## src/rtl/core_pkg.sv

```systemverilog
// Shared types and constants for the core sequencer and its helpers.
package core_pkg;

    typedef enum logic [2:0] {
        StFetch  = 3'd0,
        StDecode = 3'd1,
        StExec   = 3'd2,
        StMem    = 3'd3,
        StWrite  = 3'd4,
        StStall  = 3'd5,
        StHalt   = 3'd6,
        StError  = 3'd7
    } seq_state_t;

    localparam logic [31:0] INSTR_BYTES = 32'd4;

    function automatic logic is_misaligned(input logic [31:0] addr);
        return addr[1:0] != 2'b00;
    endfunction

endpackage

```

## src/rtl/wait_timer.sv

```systemverilog
// Counts consecutive waiting cycles; expired marks the TIMEOUT-th cycle of a wait.
module wait_timer #(
    parameter int unsigned TIMEOUT = 255
) (
    input  logic clk,
    input  logic rst,
    input  logic clear,
    input  logic run,
    output logic expired
);

    localparam int unsigned CW = $clog2(TIMEOUT + 1);

    logic [CW-1:0] r_count;

    always_ff @(posedge clk) begin
        if (rst || clear) begin
            r_count <= '0;
        end else if (run) begin
            r_count <= r_count + CW'(1);
        end
    end

    assign expired = run && (r_count == CW'(TIMEOUT - 1));

endmodule

```

## src/rtl/core_sequencer.sv

```systemverilog
// Multi-cycle control FSM: sequences fetch/decode/execute/memory/writeback with one-cycle
// stage-enable pulses, owns the PC and retired-instruction counter, and handles stall/halt/error.
module core_sequencer
    import core_pkg::*;
#(
    parameter logic [31:0] RESET_PC = 32'h0000_0000,
    parameter int unsigned TIMEOUT  = 255
) (
    input  logic        clk,
    input  logic        rst,
    output logic        fetch_enabled,
    input  logic        fetch_done,
    output logic        decode_enabled,
    output logic        exec_enabled,
    output logic        mem_enabled,
    input  logic        mem_done,
    output logic        write_enabled,
    input  logic        is_mem_op,
    input  logic        is_halt,
    input  logic        is_jump_enabled,
    input  logic [31:0] jump_dest,
    input  logic        stall_req,
    output logic [31:0] pc,
    output logic [31:0] instr_count,
    output logic [2:0]  state_out,
    output logic        halted,
    output logic        error
);

    seq_state_t  r_state;
    logic        r_first;
    logic        r_fetch_en;
    logic        r_decode_en;
    logic        r_exec_en;
    logic        r_mem_en;
    logic        r_write_en;
    logic [31:0] r_pc;
    logic [31:0] r_instr_count;
    logic        r_halted;
    logic        r_error;
    logic        r_mem_op;
    logic        r_jump;
    logic [31:0] r_jump_dest;

    logic w_fetch_wait;
    logic w_mem_wait;
    logic w_run;
    logic w_clear;
    logic w_expired;
    logic w_mem_first;

    // The post-reset FETCH cycle only arms the first fetch pulse; waiting starts with the pulse.
    assign w_fetch_wait = (r_state == StFetch) && !r_first;
    assign w_mem_wait   = (r_state == StMem) && r_mem_op;
    assign w_run        = w_fetch_wait || w_mem_wait;
    assign w_clear      = !w_run || w_expired || (w_fetch_wait && fetch_done) ||
                          (w_mem_wait && mem_done);
    // A memory op's first MEM cycle is its pulse cycle; a non-memory op spends one cycle there.
    assign w_mem_first  = !r_mem_op || r_mem_en;

    wait_timer #(
        .TIMEOUT(TIMEOUT)
    ) u_wait_timer (
        .clk    (clk),
        .rst    (rst),
        .clear  (w_clear),
        .run    (w_run),
        .expired(w_expired)
    );

    always_ff @(posedge clk) begin
        if (rst) begin
            r_state       <= StFetch;
            r_first       <= 1'b1;
            r_fetch_en    <= 1'b0;
            r_decode_en   <= 1'b0;
            r_exec_en     <= 1'b0;
            r_mem_en      <= 1'b0;
            r_write_en    <= 1'b0;
            r_pc          <= RESET_PC;
            r_instr_count <= 32'd0;
            r_halted      <= 1'b0;
            r_error       <= 1'b0;
            r_mem_op      <= 1'b0;
            r_jump        <= 1'b0;
            r_jump_dest   <= 32'd0;
        end else begin
            r_fetch_en  <= 1'b0;
            r_decode_en <= 1'b0;
            r_exec_en   <= 1'b0;
            r_mem_en    <= 1'b0;
            r_write_en  <= 1'b0;

            unique case (r_state)
                StFetch: begin
                    if (r_first) begin
                        r_first    <= 1'b0;
                        r_fetch_en <= 1'b1;
                    end else if (fetch_done) begin
                        r_state     <= StDecode;
                        r_decode_en <= 1'b1;
                    end else if (w_expired) begin
                        r_state <= StError;
                        r_error <= 1'b1;
                    end
                end
                StDecode: begin
                    r_state   <= StExec;
                    r_exec_en <= 1'b1;
                end
                StExec: begin
                    if (is_halt) begin
                        r_state  <= StHalt;
                        r_halted <= 1'b1;
                    end else begin
                        r_state  <= StMem;
                        r_mem_op <= is_mem_op;
                        r_mem_en <= is_mem_op;
                    end
                end
                StMem: begin
                    if (w_mem_first) begin
                        r_jump      <= is_jump_enabled;
                        r_jump_dest <= jump_dest;
                    end
                    if (!r_mem_op || mem_done) begin
                        r_state    <= StWrite;
                        r_write_en <= 1'b1;
                    end else if (w_expired) begin
                        r_state <= StError;
                        r_error <= 1'b1;
                    end
                end
                StWrite: begin
                    r_instr_count <= r_instr_count + 32'd1;
                    if (r_jump && is_misaligned(r_jump_dest)) begin
                        r_state <= StError;
                        r_error <= 1'b1;
                    end else begin
                        r_pc <= r_jump ? r_jump_dest : r_pc + INSTR_BYTES;
                        if (stall_req) begin
                            r_state <= StStall;
                        end else begin
                            r_state    <= StFetch;
                            r_fetch_en <= 1'b1;
                        end
                    end
                end
                StStall: begin
                    if (!stall_req) begin
                        r_state    <= StFetch;
                        r_fetch_en <= 1'b1;
                    end
                end
                StHalt: begin
                    r_halted <= 1'b1;
                end
                StError: begin
                    r_error <= 1'b1;
                end
            endcase
        end
    end

    assign fetch_enabled  = r_fetch_en;
    assign decode_enabled = r_decode_en;
    assign exec_enabled   = r_exec_en;
    assign mem_enabled    = r_mem_en;
    assign write_enabled  = r_write_en;
    assign pc             = r_pc;
    assign instr_count    = r_instr_count;
    assign state_out      = r_state;
    assign halted         = r_halted;
    assign error          = r_error;

endmodule

```

## config.mk

```make
export PLATFORM = sky130hd
export DESIGN_NAME = core_sequencer
export DESIGN_NICKNAME = d
export VERILOG_FILES = /design/src/rtl/core_pkg.sv /design/src/rtl/wait_timer.sv /design/src/rtl/core_sequencer.sv
export SDC_FILE = /design/constraint.sdc
export NUM_CORES = 1
export LEC_CHECK = 0
export CAP_MARGIN = 20
export CORE_ASPECT_RATIO = 1.5
export CORE_UTILIZATION = 30
export CTS_CLUSTER_SIZE = 30
export DETAILED_ROUTE_END_ITERATION = 8
export GPL_ROUTABILITY_DRIVEN = 0
export MAX_ROUTING_LAYER = met4
export PLACE_DENSITY_LB_ADDON = 0.2
export SLEW_MARGIN = 10
export SYNTH_ARGS = -nofsm -noshare
export SYNTH_HDL_FRONTEND = slang
export SYNTH_SLANG_ARGS = --single-unit
```

## constraint.sdc

```tcl
create_clock -name clk -period 2 [get_ports clk]
set_input_delay 0.4 -clock clk [delete_from_list [all_inputs] [get_ports clk]]
set_output_delay 0.4 -clock clk [all_outputs]
set_load 0.01 [all_outputs]
```

After elaboration in Yosys (flattened, before gate mapping)
Cells that the tools add are included.
{"block": "word_totals", "regBits": 117, "latchBits": 0, "ramBits": 0, "rom_bits": 0, "n_memories": 0, "elab_cells": 92, "in_bits": 40, "output_inout_bits": 74}
{"block": "op_classes", "n_div": 0, "mux": 25, "n_mul": 0, "n_eq_ne": 14, "n_addsub": 3, "n_bitwise": 5, "n_shift": 0, "reduce_logical": 30, "magnitude_cmp": 0}
{"operator": "$add A32 B1 Y32 const B", "n": 1}
{"operator": "$add A32 B3 Y32 const B", "n": 1}
{"operator": "$mux W32", "n": 1}
{"operator": "$mux W3", "n": 8}
{"operator": "$pmux W3 S6", "n": 1}
{"operator": "$eq A3 B3 Y1 const B", "n": 4}
{"operator": "$mux W1", "n": 12}
{"operator": "$ne A2 B2 Y1 const B", "n": 6}
{"operator": "$add A8 B1 Y8 const B", "n": 1}
{"operator": "$eq A8 B8 Y1 const B", "n": 1}
{"operator": "$reduce_and A2 Y1", "n": 4}
{"operator": "$logic_or A1 B1 Y1", "n": 7}
{"operator": "$eq A3 B2 Y1 const B", "n": 2}
{"operator": "$logic_and A1 B1 Y1", "n": 6}
{"operator": "$reduce_bool A6 Y1", "n": 1}
{"operator": "$reduce_or A3 Y1", "n": 2}
{"operator": "$not A1 Y1", "n": 5}
{"operator": "$reduce_and A5 Y1", "n": 1}
{"operator": "$pmux W1 S4", "n": 1}
{"operator": "$reduce_bool A2 Y1", "n": 2}
{"operator": "$reduce_bool A4 Y1", "n": 1}
{"operator": "$eq A3 B1 Y1 const B", "n": 1}
{"operator": "$logic_not A1 Y1", "n": 3}
{"operator": "$logic_not A3 Y1", "n": 1}
{"operator": "4 further kinds", "n": 4}

Logic depth before layout (Yosys ltp)
{"block": "depth", "depth_word": 8, "ltp_mapped": 8, "depth_no_buf": 7}

Modules after synthesis
From an unflattened synthesis, not the netlist that was laid out.
{"block": "hier_totals", "cells_unflattened": 703, "hier_area_um2": 5736.8}
{"module": "core_sequencer", "n_inst": 1, "cells_per_inst": 661, "area_per_inst_um2": 5367.6, "seq_area_each_um2": 2182.1}
{"module": "wait_timer", "n_inst": 1, "cells_per_inst": 42, "area_per_inst_um2": 369.1, "seq_area_each_um2": 160.2}

Least setup slack after synthesis
Ideal clock, no wire load.
{"block": "synth_path", "path_kind": "register to register", "startpoint": "reg r_pc[2], in the netlist pc[2]", "endpoint": "reg r_pc[28], in the netlist pc[28]", "stages_incl_launch_ff": 7, "setup_slack_ns": -0.033, "synth_period_minus_slack_ns": 2.033, "required_time_ns": 1.914, "arrival_ns": 1.947, "setup_time_ns": 0.086, "n_path_buf": 0, "cell_sequence": "dfxtp_1 -> ha_1 -> nand4_2 -> or4_4 -> nor4_4 -> xnor2_1 -> a221oi_2"}
{"block": "synth_between", "elab_chain_len": 2}
{"element": "from (decl)", "line": "core_sequencer.sv:37", "source": "logic [31:0] r_pc;"}
{"element": "from (signal assigned)", "line": "core_sequencer.sv:140", "source": "r_pc <= r_jump ? r_jump_dest : r_pc + INSTR_BYTES;"}
{"element": "$add A32 B3 Y32", "line": "core_sequencer.sv:140"}
{"element": "$mux W32", "line": "core_sequencer.sv:140"}
No other way between the ends.
A chain may end at the register's enable or synchronous reset.

Final worst setup path
{"block": "layout_path", "startpoint": "reg r_pc[5], in the netlist pc[5]", "endpoint": "out pc[5]"}
{"element": "to (decl)", "line": "core_sequencer.sv:23", "source": "output logic [31:0] pc,"}
No word-level cell between the ends.

==> tab_implementation.tex <==
\begin{tabular}{lr}
\hline
Metric & Value \\
\hline
\multicolumn{2}{l}{\textbf{Yosys}} \\
\quad Area contributors post-synth & dfxtp\_1 (42\%), nand2\_1 (7.1\%), a21oi\_1 (5.1\%) \\
\quad Mean instance size in the synthesized netlist & 8.12 sq um \\
\quad Number of enable-type register cells in the synthesized netlist & 0 \\
\quad Flip-flop and latch count after synthesis & 117 \\
\quad Post-synthesis instance area & 0.00561 sq mm \\
\quad Post-synth top cells & dfxtp\_1 (117), nand2\_1 (106), nor2\_1 (66) \\
\quad YS warnings & 0 \\
\quad Most used flip-flop cell after synthesis & dfxtp\_1 \\
\quad Async set or reset register ratio after synthesis & 0\% \\
\quad Synth top area share & 41.7\% \\
\quad Library cell occupying the most area in the post-synthesis netlist & dfxtp\_1 \\
\quad Share of synthesized area occupied by flip-flops and latches & 41.7\% \\
\quad Cell variety after synth & 64 \\
\quad Most common cell in the synthesized netlist & dfxtp\_1 \\
\quad Synthesized net count & 735 \\
\quad Gate count after technology mapping & 691 \\
\multicolumn{2}{l}{\textbf{Route}} \\
\quad Post-route met1 wirelength & 7370 um \\
\quad Number of design-rule violations left by the first detailed-router iteration & 308 \\
\quad Post-route antenna net violation count & 0 \\
\quad Final routed DRC violation total & 0 \\
\quad Total via count after detailed routing & 5542 \\
\quad Total length of routed wires & 17000 um \\
\quad Top routing layer in use & met4 \\
\quad Met3 wire len & 590 um \\
\quad Drt pass-1 iters & 4 \\
\quad Post-DR wirelength/cell & 15.5 um \\
\quad Met2 wire len & 8610 um \\
\quad DR vias/cell & 5.04 \\
\multicolumn{2}{l}{\textbf{Clock network}} \\
\quad CTS root buffer & clkbuf\_16 \\
\quad Buffer levels on the longest clock path & 2 \\
\quad \# H-tree levels & 4 \\
\quad TritonCTS Buffers & 17 \\
\quad Post-CTS setup buffer count & 0 \\
\quad Clock transition at the registers of the reported paths & 0.06 ns \\
\quad TritonCTS sink count & 117 \\
\quad TritonCTS clock tree & done \\
\quad Clock insertion delay at the later pin of the skew report & 0.42 ns \\
\multicolumn{2}{l}{\textbf{STA}} \\
\quad Transition time of the tightest slew-check pin & 0.619 ns \\
\quad Final critical path time including I/O delays and setup & 1.95 ns \\
\quad Largest clock skew in the final design & 0.00610 ns \\
\quad Setup repair after global routing missed its margin & false \\
\quad Number of hold violations in the final report & 0 \\
\quad Setup-violating endpoint count in the final report & 0 \\
\quad Final-layout setup total negative slack & 0 ns \\
\quad Final count of pins violating max slew & 0 \\
\quad Worst slew margin relative to its limit & 58.7\% \\
\quad Max Freq & 512 MHz \\
\quad Period Utilization, post-route & 97.7\% \\
\quad Final Hold Slack & 0.288 ns \\
\multicolumn{2}{l}{\textbf{Flow run}} \\
\quad Number of maximum-capacitance constraint violations & 0 \\
\multicolumn{2}{l}{\textbf{Finish}} \\
\quad Cell area after layout & 0.00805 sq mm \\
\quad Count of fill cells added during filler insertion & 1831 \\
\quad Area growth syn-to-layout & 43.4\% \\
\quad Fraction of final layout cells with drive strength greater than 1 & 13.6\% \\
\quad Antenna cell count & 0 \\
\quad Number of nets in the layout & 883 \\
\multicolumn{2}{l}{\textbf{Setup path}} \\
\quad R2r setup slk & 0.11 ns \\
\quad Slowest library cell on the worst path & clkdlybuf4s50\_1 \\
\quad Cell family contributing the most delay on the critical path & buffers and inverters \\
\quad Critical path origin & pc[5] \\
\quad Largest stage delay on the critical path & 0.54 ns \\
\quad Top fanout value on the critical path & 5 \\
\quad Kind of start point of the critical path & register \\
\quad Cell-by-cell trace of the critical path & buf\_4 -> clkdlybuf4s50\_1 \\
\quad Kind of end point of the critical path & output pin \\
\quad Launch point of the worst reg-to-reg path & pc[3] \\
\quad Crit path buffers/inverters & 2 \\
\quad Data required, critical path & 1.60 ns \\
\quad Setup CP Type & reg -> out \\
\quad CP arrival & 1.55 ns \\
\multicolumn{2}{l}{\textbf{GRT}} \\
\quad Via count of the first global-routing pass & 5235 \\
\quad Aggregate global routing overflow & 0 \\
\quad Number of antenna violations at the first check in global routing & 0 \\
\quad Largest net degree at the start of global routing & 43 \\
\quad Global-route wire length before repair & 27000 um \\
\quad GRT Resource Usage Total & 18.6\% \\
\multicolumn{2}{l}{\textbf{Run status}} \\
\quad Run status & completed \\
\multicolumn{2}{l}{\textbf{Hold path}} \\
\quad Hold Path Class & in -> reg \\
\quad Startpoint of the most critical hold path & rst \\
\multicolumn{2}{l}{\textbf{Placement}} \\
\quad Area after detailed placement & 0.00736 sq mm \\
\quad Post-detailed-placement half-perimeter wirelength & 12500 um \\
\quad Count of input and output buffers & 113 \\
\multicolumn{2}{l}{\textbf{Die}} \\
\quad Ports & 114 \\
\quad Total number of placement rows & 60 \\
\quad Die outline height & 170 um \\
\quad Area of the core & 0.0181 sq mm \\
\quad Starting density of the core & 31.0\% \\
\quad Die area & 0.0193 sq mm \\
\quad X dimension of the die & 114 um \\
\multicolumn{2}{l}{\textbf{Power}} \\
\quad Leakage power & 2.83 nW \\
\quad Worst vdd ir & 0.555 mV \\
\quad Power density over the cells & 984 mW/mm\^{}2 \\
\hline
\end{tabular}
## area by class of cell
class	instances	area [sq um]	area share, %
Clock inverter	13	180	2.24
Multi-Input combinational cell	519	3080	38.3
Tap cell	248	310	3.86
Timing Repair Buffer	173	1640	20.3
Clock buffer	19	453	5.63
Inverter	11	41.3	0.513
Sequential cell	117	2350	29.2
## sequential cells by signal, summed over array words and instances (netlist names), 3 cells and up
signal                count
state_out                 3
u_wait_timer.r_count      8
pc                       32
r_jump_dest              32
instr_count              32
## path summary, 6_finish.rpt
check               endpoint  depth (start not counted)
max                    pc[5]                          2
min                   pc[19]                          2
max reg2reg           pc[29]                          6
min reg2reg  r_jump_dest[21]                          2
## timing repair
item / CTS / global route
endpoints found under the setup margin: 3 / 6
hold buffers: 0 / 0
gates resized for setup: 7 / 6
pin swaps: 0 / 1
## metrics by stage
| stage | total power [mW] | util (%) | std cells | setup slack (ns) |
|---|---|---|---|---|
| after floorplan | 3.82 | - | 691 | 0.0582 |
| after global placement | 4.64 | 40.7 | 1068 | 0.0892 |
| after detailed placement | 4.64 | 40.7 | 1068 | 0.0810 |
| after CTS | 7.95 | 44.3 | 1100 | 0.0244 |
| after global routing | 8.28 | 44.5 | 1100 | 0.00566 |
| final | 7.92 | 44.5 | 1100 | 0.0459 |
## report_power, final
| part | switching (mW) | total, mW | internal (mW) |
|---|---|---|---|
| Clock | 1.13 | 3.27 | 2.14 |
| Combinational | 1.10 | 1.99 | 0.888 |
| Sequential | 0.157 | 2.66 | 2.51 |
## layer usage
| layer | global-route usage, % | vias up |
|---|---|---|
| met3 | 3.86 | 32 |
| met2 | 31.4 | 133 |
| met4 | 8.07 | 0 |
| met1 | 21.0 | 2585 |
| met5 | - | - |
| li1 | - | 2792 |
## cells in the final DEF, fill, tap and decap left out, types with 11 or more instances in the layout
cell type,netlist,routed
dfxtp_1,117,114
clkdlybuf4s50_1,0,110
nand2_1,106,106
nor2_1,66,66
a21oi_1,57,57
buf_4,2,54
nand4_1,31,31
xor2_1,29,29
nand3_1,24,24
nor3_1,21,21
o21ai_0,20,20
clkbuf_16,0,17
and3_1,14,14
a22oi_1,14,14
inv_1,11,11
## logic make-up after synthesis
family	count (synthesis)	synth area share, %
simple gates	315	28.6
compound gates	154	17.4
flops	117	41.7
buf+inv	55	4.01
xor+xnor	37	5.77
mux	9	1.63
fa+ha+maj	4	0.892
No activity file was read; power rests on OpenSTA's default activity.
